<file path="config.mk">
export PLATFORM = sky130hd
export DESIGN_NAME = ex_mem_skid_stage_flat
export DESIGN_NICKNAME = d
export VERILOG_FILES = /design/src/rtl/ex_mem_skid_stage_if.sv /design/src/rtl/ex_mem_skid_stage.sv /design/src/flat_wrapper.sv
export SDC_FILE = /design/constraint.sdc
export NUM_CORES = 1
export LEC_CHECK = 0
export ABC_AREA = 1
export BUFFER_PORTS_ARGS = -buffer_cell sky130_fd_sc_hd__buf_2
export CORE_MARGIN = 4
export CORE_UTILIZATION = 50
export CTS_CLUSTER_SIZE = 12
export DETAILED_ROUTE_END_ITERATION = 6
export PLACE_DENSITY = 0.77
export SLEW_MARGIN = 20
export SYNTH_ARGS = -nofsm -noshare
export SYNTH_HDL_FRONTEND = slang
export SYNTH_SLANG_ARGS = --single-unit
</file>
<file path="constraint.sdc">
create_clock -name clk -period 14.4 [get_ports clk]
set_input_delay 2.88 -clock clk [delete_from_list [all_inputs] [get_ports clk]]
set_output_delay 2.88 -clock clk [all_outputs]
set_load 0.05 [all_outputs]
</file>
<file path="src/rtl/ex_mem_skid_stage_if.sv">
// EX->MEM beat channel: vld/rdy handshake plus the control and data fields of one beat.
interface ex_mem_skid_stage_if #(
   parameter int DATA_W = 64,
   parameter int RD_W   = 5,
   parameter int CTRL_W = 5
);
   logic              vld;
   logic              rdy;
   logic [CTRL_W-1:0] ctrl;
   logic              zero;
   logic [RD_W-1:0]   rd;
   logic [DATA_W-1:0] adder_out;
   logic [DATA_W-1:0] alu_result;
   logic [DATA_W-1:0] read_data2;

   modport master (output vld, ctrl, zero, rd, adder_out, alu_result, read_data2,
                   input  rdy);
   modport slave  (input  vld, ctrl, zero, rd, adder_out, alu_result, read_data2,
                   output rdy);
endinterface

</file>
<file path="src/rtl/ex_mem_skid_stage.sv">
// EX/MEM valid/ready stage with a 2-entry skid buffer, flush and bubble gating; 1-cycle latency.
// Backpressure: in_rdy decodes registered occupancy only, so MEM stalls never reach EX combinationally.
module ex_mem_skid_stage #(
   parameter int DATA_W = 64,
   parameter int RD_W   = 5,
   parameter int CTRL_W = 5
) (
   input  logic                  clk,
   input  logic                  reset,
   input  logic                  flush,
   ex_mem_skid_stage_if.slave    in_if,
   ex_mem_skid_stage_if.master   out_if,
   output logic [1:0]            occ,
   output logic                  fwd_en,
   output logic [RD_W-1:0]       fwd_rd
);

   typedef struct packed {
      logic [CTRL_W-1:0] ctrl;
      logic              zero;
      logic [RD_W-1:0]   rd;
      logic [DATA_W-1:0] adder_out;
      logic [DATA_W-1:0] alu_result;
      logic [DATA_W-1:0] read_data2;
   } beat_t;

   // Encoding doubles as the occupancy count.
   typedef enum logic [1:0] {
      EMPTY = 2'd0,
      ONE   = 2'd1,
      TWO   = 2'd2
   } state_e;

   state_e state_q, state_d;
   beat_t  head_q, head_d;
   beat_t  skid_q, skid_d;
   beat_t  in_beat;
   logic   out_vld;
   logic   in_rdy;
   logic   acc;
   logic   pop;

   assign in_beat.ctrl       = in_if.ctrl;
   assign in_beat.zero       = in_if.zero;
   assign in_beat.rd         = in_if.rd;
   assign in_beat.adder_out  = in_if.adder_out;
   assign in_beat.alu_result = in_if.alu_result;
   assign in_beat.read_data2 = in_if.read_data2;

   assign out_vld = (state_q != EMPTY);
   assign in_rdy  = (state_q != TWO);
   assign acc     = in_if.vld & in_rdy;
   assign pop     = out_vld & out_if.rdy;

   always_comb begin
      state_d = state_q;
      head_d  = head_q;
      skid_d  = skid_q;
      if (flush) begin
         // A pop in this cycle is simply absorbed; nothing survives a flush.
         state_d     = EMPTY;
         head_d.ctrl = '0;
         head_d.zero = 1'b0;
         skid_d.ctrl = '0;
         skid_d.zero = 1'b0;
      end else begin
         case (state_q)
            EMPTY: begin
               if (acc) begin
                  state_d = ONE;
                  head_d  = in_beat;
               end
            end
            ONE: begin
               if (acc && pop) begin
                  head_d = in_beat;
               end else if (acc) begin
                  state_d = TWO;
                  skid_d  = in_beat;
               end else if (pop) begin
                  state_d = EMPTY;
               end
            end
            TWO: begin
               if (pop) begin
                  state_d = ONE;
                  head_d  = skid_q;
               end
            end
            default: state_d = EMPTY;
         endcase
      end
   end

   always_ff @(posedge clk or posedge reset) begin
      if (reset) begin
         state_q <= EMPTY;
         head_q  <= '0;
         skid_q  <= '0;
      end else begin
         state_q <= state_d;
         head_q  <= head_d;
         skid_q  <= skid_d;
      end
   end

   assign in_if.rdy = in_rdy;

   // Control and zero are gated so a bubble can never write memory or the register file.
   assign out_if.vld        = out_vld;
   assign out_if.ctrl       = out_vld ? head_q.ctrl : '0;
   assign out_if.zero       = out_vld & head_q.zero;
   assign out_if.rd         = head_q.rd;
   assign out_if.adder_out  = head_q.adder_out;
   assign out_if.alu_result = head_q.alu_result;
   assign out_if.read_data2 = head_q.read_data2;

   assign occ    = state_q;
   assign fwd_en = out_vld & head_q.ctrl[0] & (head_q.rd != '0);
   assign fwd_rd = head_q.rd;

endmodule

</file>
<file path="src/flat_wrapper.sv">
// flat-port wrapper written by rule: the top's interface ports become plain ports
module ex_mem_skid_stage_flat 
#(
   parameter int DATA_W = 64,
   parameter int RD_W   = 5,
   parameter int CTRL_W = 5
)
  (clk, reset, flush, occ, fwd_en, fwd_rd, in_if_vld, in_if_ctrl, in_if_zero, in_if_rd, in_if_adder_out, in_if_alu_result, in_if_read_data2, in_if_rdy, out_if_vld, out_if_ctrl, out_if_zero, out_if_rd, out_if_adder_out, out_if_alu_result, out_if_read_data2, out_if_rdy);
  ex_mem_skid_stage_if #(.DATA_W(DATA_W), .RD_W(RD_W), .CTRL_W(CTRL_W)) in_if_i ();
  ex_mem_skid_stage_if #(.DATA_W(DATA_W), .RD_W(RD_W), .CTRL_W(CTRL_W)) out_if_i ();
  input  logic clk;
  input  logic reset;
  input  logic flush;
  output logic [1:0] occ;
  output logic fwd_en;
  output logic [RD_W-1:0] fwd_rd;
  input wire logic [$bits(in_if_i.vld)-1:0] in_if_vld;
  input wire logic [$bits(in_if_i.ctrl)-1:0] in_if_ctrl;
  input wire logic [$bits(in_if_i.zero)-1:0] in_if_zero;
  input wire logic [$bits(in_if_i.rd)-1:0] in_if_rd;
  input wire logic [$bits(in_if_i.adder_out)-1:0] in_if_adder_out;
  input wire logic [$bits(in_if_i.alu_result)-1:0] in_if_alu_result;
  input wire logic [$bits(in_if_i.read_data2)-1:0] in_if_read_data2;
  output wire logic [$bits(in_if_i.rdy)-1:0] in_if_rdy;
  output wire logic [$bits(out_if_i.vld)-1:0] out_if_vld;
  output wire logic [$bits(out_if_i.ctrl)-1:0] out_if_ctrl;
  output wire logic [$bits(out_if_i.zero)-1:0] out_if_zero;
  output wire logic [$bits(out_if_i.rd)-1:0] out_if_rd;
  output wire logic [$bits(out_if_i.adder_out)-1:0] out_if_adder_out;
  output wire logic [$bits(out_if_i.alu_result)-1:0] out_if_alu_result;
  output wire logic [$bits(out_if_i.read_data2)-1:0] out_if_read_data2;
  input wire logic [$bits(out_if_i.rdy)-1:0] out_if_rdy;
  assign in_if_i.vld = in_if_vld;
  assign in_if_i.ctrl = in_if_ctrl;
  assign in_if_i.zero = in_if_zero;
  assign in_if_i.rd = in_if_rd;
  assign in_if_i.adder_out = in_if_adder_out;
  assign in_if_i.alu_result = in_if_alu_result;
  assign in_if_i.read_data2 = in_if_read_data2;
  assign in_if_rdy = in_if_i.rdy;
  assign out_if_vld = out_if_i.vld;
  assign out_if_ctrl = out_if_i.ctrl;
  assign out_if_zero = out_if_i.zero;
  assign out_if_rd = out_if_i.rd;
  assign out_if_adder_out = out_if_i.adder_out;
  assign out_if_alu_result = out_if_i.alu_result;
  assign out_if_read_data2 = out_if_i.read_data2;
  assign out_if_i.rdy = out_if_rdy;
  ex_mem_skid_stage #(.DATA_W(DATA_W), .RD_W(RD_W), .CTRL_W(CTRL_W)) u_core (.clk(clk), .reset(reset), .flush(flush), .in_if(in_if_i), .out_if(out_if_i), .occ(occ), .fwd_en(fwd_en), .fwd_rd(fwd_rd));
endmodule
</file>
==> qor.txt <==
STATUS
----------------------------------------------------------------------------------
Run status ..........................................................    completed

CELLS AND AREA
----------------------------------------------------------------------------------
Cell area after layout ..............................................  0.02159 mm2
Most common cell after layout, fill and taps aside ..................      nand2_1
Non-filler cells, final .............................................         3121
Most used cells in the layout excluding fill and tap cells .......... 814 x nand2_1, 420 x buf_2, 408 x dfrtp_1
Synth-to-Final Area Change ..........................................       10.04%
Share of final-layout standard cells stronger than drive strength 1 .       19.48%
Net total in the final layout .......................................         2773

PLACE
----------------------------------------------------------------------------------
Routability Congestion ..............................................       0.8661
Number of buffers inserted by port buffering ........................          420
Count of placed standard cells including taps .......................         3037
Placed cell areas ...................................................  0.02023 mm2
Half-perimeter wire length after detailed placement .................     31640 um

SYNTH
----------------------------------------------------------------------------------
Yosys reg bits ......................................................          408
Gate count after technology mapping .................................         2441
Syn avg cell area ...................................................    8.038 um2
Synthesis warning total .............................................            0
Sequential element share of the synthesized area ....................       52.03%
Synth cell types ....................................................           18
Synthesized netlist net count .......................................         2649
Yosys top cell by area ..............................................      dfrtp_1
Post-synthesis instance area ........................................  0.01962 mm2
Top area cells in the synthesized netlist ........................... dfrtp_1 52%, nand2_1 16%, o21ai_0 9.7%
Fraction of synthesized cell area taken by the top area cell type ...       52.03%

STA
----------------------------------------------------------------------------------
Unrepaired setup endpoints after global routing .....................        false
FMAX ................................................................    177.3 MHz
Total setup violations reported at the end of the flow ..............            0
Total Negative Setup Slacks .........................................         0 ns
Count of final hold-check violations ................................            0
Min Tclk post-route .................................................     5.640 ns
Remaining max-slew budget at the tightest pin .......................       25.18%
Final worst-path cycle share ........................................       39.17%
Max Slew Vio Count ..................................................            0
Worst setup skew after layout .......................................   0.01342 ns
Pin slew with the least headroom to its limit .......................     1.122 ns

CTS
----------------------------------------------------------------------------------
CTS tree ............................................................          yes
Number of buffers created by CTS ....................................           44
Clock latency on the worst-skew pair ................................      0.55 ns
Post-cts hold buffer count ..........................................            0
Number of sinks driven by the clock tree ............................          408
Master cell of the clock root buffer ................................    clkbuf_16
Level count of the clock H-tree .....................................            2
Max Buffers Root-to-Sink ............................................            3
Clock-pin transition on the worst setup and hold timing paths .......      0.06 ns
Count of cells resized by post-cts repair ...........................            0
Number of setup buffers added after CTS .............................            0

ROUTE
----------------------------------------------------------------------------------
Number of vias per cell after detailed routing ......................        5.130
DR vias .............................................................        16010
Wirelength, routed ..................................................     49200 um
Iteration-0 DRC Markers .............................................         1259
Post-route ant nets .................................................            0
Remaining DRCs ......................................................            0
Routed wirelength normalized by instance count ......................     15.76 um
First-pass iteration count of the detailed router ...................            6

RUN
----------------------------------------------------------------------------------
Max-capacitance violation count .....................................            0

DIE
----------------------------------------------------------------------------------
Rows ................................................................           72
Effective utilization at floorplan ..................................       50.65%
Width of the die ....................................................     206.1 um
Ports ...............................................................          421
Die Area ............................................................  0.04248 mm2
Die span in y .......................................................     206.1 um
Core Region .........................................................  0.03874 mm2

GRT
----------------------------------------------------------------------------------
Maximum number of pins on one net before global-route repair ........          136
Antenna violations before repair ....................................           12
Aggregate global routing overflow ...................................            0
First-pass GRT wire length ..........................................     78120 um
Aggregate global-route resource usage ...............................       22.40%
Via count of the first global-routing pass ..........................        15310

CRITICAL PATH
----------------------------------------------------------------------------------
Worst Path Class, Setup .............................................       in2reg
Crit Path Max Fanout ................................................          106
Startpoint types ....................................................   input port
Required @ worst endpoint ...........................................     14.83 ns
Worst Path Arrival ..................................................      6.07 ns
Kind of capture point of the worst setup path .......................     register
Setup slack on the worst flop-to-flop path ..........................     10.21 ns

HOLD PATH
----------------------------------------------------------------------------------
Path category of the worst min-delay check ..........................      reg2reg

POWER AND IR DROP
----------------------------------------------------------------------------------
Pwr Density ......................................................... 198.9 mW/mm2
Highest ir drop seen on vdd .........................................  0.0001129 V
Pleak ...............................................................     12.30 nW

where the power goes:
group | total, W | internal [W] | switching, W
combinational | 0.00142 | 0.000336 | 0.00109
sequential | 0.00182 | 0.00157 | 0.000245
clock | 0.00106 | 0.000612 | 0.000444
total | 0.00430 | 0.00252 | 0.00178
cell usage after synthesis:
cell type / n
buf_4: 224
inv_1: 214
nand2_4: 1
buf_1: 2
dfrtp_1: 408
nand2_2: 1
a21oi_1: 1
inv_2: 2
clkbuf_1: 50
buf_6: 3
buf_2: 78
o21ai_0: 379
nor2_4: 3
nand4_1: 2
nand2_1: 814
o21ai_1: 32
nor2_1: 14
nand3_1: 213
worst paths after layout:
check                                                           endpoint                           from  cells after the start
worst min register to register             u_core.skid_q[30]$_DFFE_PP0P_  u_core.skid_q[30]$_DFFE_PP0P_                      2
worst min-delay path                       u_core.skid_q[30]$_DFFE_PP0P_  u_core.skid_q[30]$_DFFE_PP0P_                      2
min in group asynchronous                  u_core.skid_q[96]$_DFFE_PP0P_                          reset                      2
worst max-delay path                       u_core.skid_q[77]$_DFFE_PP0P_                          flush                      8
worst max register to register  u_core.out_if.alu_result[11]$_DFFE_PP0P_      u_core.occ[1]$_DFFE_PP0P_                      6
max in group asynchronous                   u_core.skid_q[0]$_DFFE_PP0P_                          reset                      4
area by class of cell:
| class | count | area, um2 |
|---|---|---|
| Inverter | 216 | 818.3 |
| Timing Repair Buffer | 435 | 2222 |
| Clock buffer | 65 | 1281 |
| Multi-Input combinational cell | 1460 | 6335 |
| Fill cell | 3471 | 17150 |
| Sequential cell | 408 | 10210 |
| Clock inverter | 8 | 48.80 |
| Antenna cell | 11 | 27.53 |
| Tap cell | 518 | 648.1 |
sequential cells by signal, indices dropped and copies added (netlist names):
register and cells:
u_core.skid_q 203, u_core.out_if.adder_out 64, u_core.out_if.alu_result 64, u_core.out_if.read_data2 64, u_core.head_q 6, u_core.fwd_rd 5
u_core.occ 2
cell families after synthesis:
group / count (synthesis) / synth area share, %
simple gates: 1048 / 21.60
flops: 408 / 52.03
buf+inv: 573 / 15.86
compound gates: 412 / 10.51
per-layer routing:
metal / vias to the layer above / wire [um] / GRT usage (%)
met1: 7606 / 20010 / 29.38
met3: 124 / 3492 / 4.629
met2: 560 / 23700 / 35.86
li1: 7718 / - / -
met4: 4 / 1967 / 10.55
met5: - / 27 / 0
worst max-delay path, cell delays in order:
cell and delay (ns):
buf_2 0.12, inv_1 0.39, nand2_1 0.20, nor2_4 0.83
nand2_8 0.62, buf_4 0.63, nand2_1 0.20, nand2_1 0.06
through the flow:
step	hold WS, ns	setup WS, ns	utilization (%)	total power [W]
floorplan	0.4367	0.1688	-	0.003112
global placement	0.4483	8.287	52.21	0.003206
detailed placement	0.4533	8.214	52.21	0.003255
CTS	0.4677	8.791	55.65	0.004328
global route	0.4767	8.438	55.72	0.004546
finish	0.4624	8.760	55.74	0.004295
Note: power is estimated with default switching activity, not from simulation.
